File: src/rtl/btn_debounce_tick.sv
// Per-button debouncer sampled on rising edges of a slow tick; produces clean levels,
// single-clock press/release pulses and optional auto-repeat pulses while held.
module btn_debounce_tick #(
  parameter int NUM_BTN      = 4,
  parameter int STABLE_TICKS = 100,
  parameter int REPEAT_EN    = 1,
  parameter int REPEAT_DELAY = 3000,
  parameter int REPEAT_RATE  = 500
) (
  input  logic               clk,
  input  logic               rst,
  input  logic               tick_in,
  input  logic [NUM_BTN-1:0] btn_raw,
  output logic [NUM_BTN-1:0] btn_level,
  output logic [NUM_BTN-1:0] btn_press,
  output logic [NUM_BTN-1:0] btn_release,
  output logic [NUM_BTN-1:0] btn_repeat
);

  localparam int CNT_W   = (STABLE_TICKS > 2) ? $clog2(STABLE_TICKS) : 1;
  localparam int REP_MAX = (REPEAT_DELAY > REPEAT_RATE) ? REPEAT_DELAY : REPEAT_RATE;
  localparam int REP_W   = $clog2(REP_MAX + 1);

  localparam logic [CNT_W-1:0] CNT_LAST   = CNT_W'(STABLE_TICKS - 1);
  localparam logic [REP_W-1:0] REP_FIRST  = REP_W'(REPEAT_DELAY);
  // Reload point so that later repeats land every REPEAT_RATE strobes without wrapping.
  localparam logic [REP_W-1:0] REP_RELOAD =
    REP_W'((REPEAT_DELAY >= REPEAT_RATE) ? (REPEAT_DELAY - REPEAT_RATE) : 0);

  typedef enum logic [1:0] {ST_UP, ST_UP_CHK, ST_DOWN, ST_DOWN_CHK} state_t;

  logic [NUM_BTN-1:0] sync1_reg;
  logic [NUM_BTN-1:0] sync2_reg;
  logic               tick_d_reg;
  logic               stb;

  always_ff @(posedge clk or posedge rst) begin
    if (rst) begin
      sync1_reg  <= '0;
      sync2_reg  <= '0;
      tick_d_reg <= 1'b0;
    end else begin
      sync1_reg  <= btn_raw;
      sync2_reg  <= sync1_reg;
      tick_d_reg <= tick_in;
    end
  end

  assign stb = tick_in & ~tick_d_reg;

  genvar gi;
  generate
    for (gi = 0; gi < NUM_BTN; gi++) begin : g_btn
      state_t           state_reg;
      logic [CNT_W-1:0] cnt_reg;
      logic [REP_W-1:0] rep_reg;
      logic [REP_W-1:0] rep_inc;
      logic             level_reg;
      logic             press_reg;
      logic             release_reg;
      logic             repeat_reg;
      logic             bsync;

      assign bsync   = sync2_reg[gi];
      assign rep_inc = rep_reg + REP_W'(1);

      always_ff @(posedge clk or posedge rst) begin
        if (rst) begin
          state_reg   <= ST_UP;
          cnt_reg     <= '0;
          rep_reg     <= '0;
          level_reg   <= 1'b0;
          press_reg   <= 1'b0;
          release_reg <= 1'b0;
          repeat_reg  <= 1'b0;
        end else begin
          press_reg   <= 1'b0;
          release_reg <= 1'b0;
          repeat_reg  <= 1'b0;
          if (stb) begin
            case (state_reg)
              ST_UP: begin
                if (bsync) begin
                  state_reg <= ST_UP_CHK;
                  cnt_reg   <= CNT_W'(1);
                end
              end
              ST_UP_CHK: begin
                if (!bsync) begin
                  state_reg <= ST_UP;
                  cnt_reg   <= '0;
                end else if (cnt_reg == CNT_LAST) begin
                  state_reg <= ST_DOWN;
                  cnt_reg   <= '0;
                  rep_reg   <= '0;
                  level_reg <= 1'b1;
                  press_reg <= 1'b1;
                end else begin
                  cnt_reg <= cnt_reg + CNT_W'(1);
                end
              end
              ST_DOWN: begin
                if (!bsync) begin
                  state_reg <= ST_DOWN_CHK;
                  cnt_reg   <= CNT_W'(1);
                end else if (REPEAT_EN != 0) begin
                  if (rep_inc == REP_FIRST) begin
                    repeat_reg <= 1'b1;
                    rep_reg    <= REP_RELOAD;
                  end else begin
                    rep_reg <= rep_inc;
                  end
                end
              end
              ST_DOWN_CHK: begin
                if (bsync) begin
                  state_reg <= ST_DOWN;
                  cnt_reg   <= '0;
                end else if (cnt_reg == CNT_LAST) begin
                  state_reg   <= ST_UP;
                  cnt_reg     <= '0;
                  level_reg   <= 1'b0;
                  release_reg <= 1'b1;
                end else begin
                  cnt_reg <= cnt_reg + CNT_W'(1);
                end
              end
              default: begin
                state_reg <= ST_UP;
                cnt_reg   <= '0;
              end
            endcase
          end
        end
      end

      assign btn_level[gi]   = level_reg;
      assign btn_press[gi]   = press_reg;
      assign btn_release[gi] = release_reg;
      assign btn_repeat[gi]  = repeat_reg;
    end
  endgenerate

endmodule

File: config.mk
export PLATFORM = sky130hd
export DESIGN_NAME = btn_debounce_tick
export DESIGN_NICKNAME = d
export VERILOG_FILES = /design/src/rtl/btn_debounce_tick.sv
export SDC_FILE = /design/constraint.sdc
export NUM_CORES = 1
export LEC_CHECK = 0
export BUFFER_PORTS_ARGS = -buffer_cell sky130_fd_sc_hd__buf_2
export CORE_MARGIN = 3
export CORE_UTILIZATION = 29
export CTS_BUF_LIST = sky130_fd_sc_hd__clkbuf_8
export DETAILED_ROUTE_END_ITERATION = 7
export MAX_ROUTING_LAYER = met4
export PLACE_DENSITY = 0.44
export RECOVER_POWER = 50
export SLEW_MARGIN = 20
export SYNTH_ARGS = -nofsm -noshare
export SYNTH_HDL_FRONTEND = slang
export SYNTH_SLANG_ARGS = --single-unit
File: constraint.sdc
create_clock -name clk -period 3 [get_ports clk]
set_input_delay 0.15 -clock clk [delete_from_list [all_inputs] [get_ports clk]]
set_output_delay 0.15 -clock clk [all_outputs]
set_load 0.05 [all_outputs]
After elaboration in Yosys (flattened, before gate mapping)
Cells that the tools add are included.
{ "totals": {"ff_bits": 109, "input_bits": 7, "out_inout_bits": 16, "wordCells": 261} }
{ "op_classes": {"n_addsub": 8, "eq_ne": 56, "n_mux": 136, "bitwise_logic": 2, "n_reduce_logical": 28} }
{ "ops": {"columns": ["op", "count"], "rows": [
  ["$mux W12", 16],
  ["$mux W7", 20],
  ["$pmux W7 S4", 4],
  ["$pmux W12 S2", 4],
  ["$mux W1", 60],
  ["$ne A2 B2 Y1 const B", 28],
  ["$add A12 B1 Y12 const B", 4],
  ["$eq A12 B12 Y1 const B", 4],
  ["$mux W2", 24],
  ["$reduce_and A5 Y1", 8],
  ["$pmux W2 S4", 4],
  ["$add A7 B1 Y7 const B", 4],
  ["$eq A7 B7 Y1 const B", 4],
  ["$ne A3 B3 Y1 const B", 8],
  ["$reduce_and A6 Y1", 4],
  ["$eq A2 B2 Y1 const B", 8],
  ["$reduce_bool A2 Y1", 8],
  ["$reduce_and A3 Y1", 4],
  ["$eq A2 B1 Y1 const B", 4],
  ["$logic_not A2 Y1", 4],
  ["$pmux W1 S2", 4],
  ["$and A1 B1 Y1", 1],
  ["$not A1 Y1", 1]
]} }

Depth between registers and ports, before layout
{ "logic_depth": {"ltp_word": 6, "mapped_depth": 9, "ltp_nobuf": 9} }

Least setup slack after synthesis
Ideal clock, no wire load.
{ "synth_timing": {"path_type": "register to register", "startpoint": "register g_btn[0].rep_reg[0]", "endpoint": "register g_btn[0].rep_reg[4]", "setup_ps": 126, "arrival_ps": 2084, "required_ps": 2874, "setup_slack_ps": 790, "path_stages_with_launch": 7, "n_path_buf": 0, "period_less_slack_ps": 2210, "cell_sequence": "dfrtp_1 > nand3_2 > or3_4 > a2111oi_4 > nor4b_4 > a21oi_2 > a221o_1"} }
{ "synth_via": {"elab_chain_cells": 5} }
{ "synth_lines": {"columns": ["element", "line_no", "rtl"], "rows": [
  ["from (decl)", "56", "logic [REP_W-1:0] rep_reg;"],
  ["from (signal assigned)", "111", "rep_reg <= rep_inc;"],
  ["$add A12 B1 Y12 (*)", "65", "assign rep_inc = rep_reg + REP_W'(1);"],
  ["$eq A12 B12 Y1", "107", "if (rep_inc == REP_FIRST) begin"],
  ["$mux W12 (*)", "107", null],
  ["$mux W12 (*)", "103", "if (!bsync) begin"],
  ["$pmux W12 S2 (*)", "81", "case (state_reg)"]
]} }
Mark *: on every way between the ends. The rest lies on a longest branch, timed or not. The select of a mux whose other input is x is not followed.
A chain may end at the register's enable or synchronous reset.

Worst setup path in the final report
{ "layout_timing": {"startpoint": "register g_btn[0].rep_reg[1]", "endpoint": "register g_btn[0].rep_reg[3]"} }
The elaborated chain is that of the path after synthesis.

==> results by group <==
Run status
  – Status: finished with violations
  – Failing checks: max-capacitance violations, max-slew violations

Timing
  – Tmin final: 2.58 ns
  – Max Freq: 0.388 GHz
  – Final slew viol count: 110
  – Worst clock skew: 0.00966 ns
  – Slew @ Worst Pin: 1.54 ns
  – Tcrit/Tclk final: 86.0%
  – Slew HR: -2.76%
  – Hold Vio Cnt, Final: 0
  – RSZ-0062 raised after global routing: no
  – WHS: 0.362 ns
  – Endpoints failing setup: 0
  – Setup TNS Final: 0 ns

Final layout
  – Area grow syn2layout: 7.77%
  – Number of flip-flops in the largest register: 48
  – FILL cells: 2209
  – Most common cell after layout, fill and taps aside: dfrtp_1
  – Most frequent cells in the layout: dfrtp_1, nand2_1, o21ai_0
  – Layout cells sized above 1: 8.77%
  – NumNets Final: 732
  – Antenna cells: 0

Global route
  – Vias in the first global route: 4699
  – Initial antenna violation count: 0
  – GRT Util Overall: 12.3%
  – Global route total overflow: 0
  – Pin count of the biggest net entering global routing: 110
  – First-pass GRT wire length: 23.5 mm

CTS
  – CTS buffer count: 9
  – Cts hold-fix bufs: 6
  – Clock transition at the registers of the reported paths: 0.11 ns
  – Postcts setup bufs: 0
  – Clk buf depth: 2
  – H-tree levels: 3
  – PostCTS Resize Cnt: 0
  – Clk root buf: clkbuf_8
  – CTS tree: done
  – Clock sinks: 109
  – Clock Latency Late Sink: 0.38 ns

Yosys
  – Synth Register Bits: 109
  – Syn_area_per_cell: 8.75 um^2
  – Post-Syn Area: 6260 um^2
  – Post-synthesis sequential area ratio: 43.6%
  – Mapped Nets: 735
  – Post-synth EDFFs: 0
  – Biggest area consumer among synthesized cells: dfrtp_1
  – Top-area cell type share of the netlist area: 43.6%
  – Asr flop ratio synth: 100%
  – Synth warn: 0
  – Primary FF master, synth: dfrtp_1
  – Distinct cells, synth: 74
  – Main area contributors after synthesis: dfrtp_1, o21ai_0, nand2_1, nor2_1, nand3_1
  – Post-Synthesis Cells: 716

Worst setup path
  – Worst Setup Start Kind: flop
  – Worst-case reg-to-reg path depth: 7
  – Reg2reg end: g_btn[0].rep_reg[3]
  – R2r setup slk: 0.42 ns
  – Reg-to-reg startpoint: g_btn[0].rep_reg[1]
  – CP Capture Type: flop
  – CP Max Fanout: 8
  – Worst EP required: 3.27 ns
  – Setup CP Type: flop to flop
  – Worst Path Arrival: 2.85 ns

Routing
  – DRT Pass-1 Iters: 5
  – DRC: 0
  – Final wirelength: 13.9 mm
  – DRT antenna net count: 0
  – Via count: 5112
  – WL/cell: 14.0 um
  – Vias per cell: 5.15
  – 1st-iter DRT viols: 267

Worst hold path
  – Min-delay worst type: flop to flop
  – Hold path depth: 0
  – Worst Hold Launch: sync1_reg[1]
  – Hold EP: sync2_reg[1]

Placed design
  – Detailed Place HPWL: 9.34 mm
  – # port buffers: 22
  – GPL Wtd Cong: 0.882

Run
  – Max-cap violations: 1

Die
  – Total core area: 21100 um^2
  – Die W: 153 um
  – # rows: 53
  – DIE AREA: 23400 um^2
  – Initial core utilization: 29.7%
  – IO Pins: 23
  – Die height: 153 um

Power and ir drop
  – PD cells: 384 nW/um^2
  – Peak supply drop: 193 uV
  – Pleak: 0.00275 uW
-- through the flow --
| step | total power [uW] | instance area (um^2) | setup slack, ns | instances | util (%) |
|---|---|---|---|---|---|
| finish | 2590 | 6750 | 0.420 | 993 | 32.0 |
| CTS | 2660 | 6760 | 0.441 | 993 | 32.1 |
| global route | 2760 | 6750 | 0.193 | 993 | 32.0 |
| floorplan | 1710 | 6270 | 0.790 | 716 | - |
| global placement | 1760 | 6530 | 0.569 | 971 | 30.9 |
| detailed placement | 1760 | 6530 | 0.466 | 971 | 30.9 |
-- how the worst max path moves through the flow --
stage / from / endpoint / slack [ns]
after floorplan: g_btn[0].rep_reg[0] / g_btn[0].rep_reg[4] / 0.79
after global placement: g_btn[0].rep_reg[0] / g_btn[0].rep_reg[4] / 0.57
after detailed placement: g_btn[0].rep_reg[1] / g_btn[0].rep_reg[4] / 0.47
after CTS: g_btn[0].rep_reg[0] / g_btn[0].rep_reg[3] / 0.44
after global routing: g_btn[0].rep_reg[1] / g_btn[0].rep_reg[3] / 0.19
final: g_btn[0].rep_reg[1] / g_btn[0].rep_reg[3] / 0.42
-- cell type report --
cell class | count | area [um^2] | share of cell area, %
timing repair buffer | 37 | 235 | 3.49
clock buffer | 11 | 151 | 2.24
sequential | 109 | 2730 | 40.4
tap | 275 | 344 | 5.10
multi-input combinational | 538 | 3190 | 47.3
clock inverter | 5 | 27.5 | 0.408
inverter | 18 | 71.3 | 1.06
-- cells in the mapped netlist, drive strengths merged, types with 11 or more instances --
cell    instances
dfrtp         109
nand2          92
o21ai          92
nor2           58
nand3          43
a21oi          29
clkbuf         28
buf            23
nand4          22
inv            18
o31ai          18
nor2b          13
and2           12
ha             12
nor3           11
xor2           11
-- routing by layer --
layer / GRT usage (%) / up-vias / wire (um)
li1: - / 2572 / -
met1: 16.1 / 2468 / 6980
met2: 19.5 / 66 / 6390
met3: 3.06 / 6 / 425
met4: 2.29 / 0 / 74
met5: - / - / 0
-- kinds of logic (layout without fill, tap and decap cells) --
| family | Yosys count | after routing | share of synthesized area (%) |
|---|---|---|---|
| and+or+nand+nor | 302 | 302 | 24.7 |
| xor gates and xnor gates | 18 | 18 | 2.52 |
| buffers and inverters | 69 | 71 | 5.51 |
| AOI/OAI and AO/OA | 199 | 199 | 20.1 |
| DFF | 109 | 109 | 43.6 |
| adders and majority gates | 12 | 12 | 2.40 |
| muxes | 7 | 7 | 1.20 |
-- worst max-delay path, cell delays in order, from the launching register on --
cell	delay [ns]
dfrtp_1	0.49
ha_1	0.29
nand2_1	0.11
nor3_1	0.35
xor2_1	0.17
nor4b_4	0.54
a21oi_2	0.18
a221o_1	0.34
-- where the power goes --
group / internal, uW / switching [uW] / total [uW] / leakage [uW]
Sequential: 1510 / 55.3 / 1570 / 0.00148
Clock: 341 / 514 / 855 / 0.0000939
Combinational: 61.1 / 105 / 166 / 0.00118
Note: power is estimated with default switching activity, not from simulation.
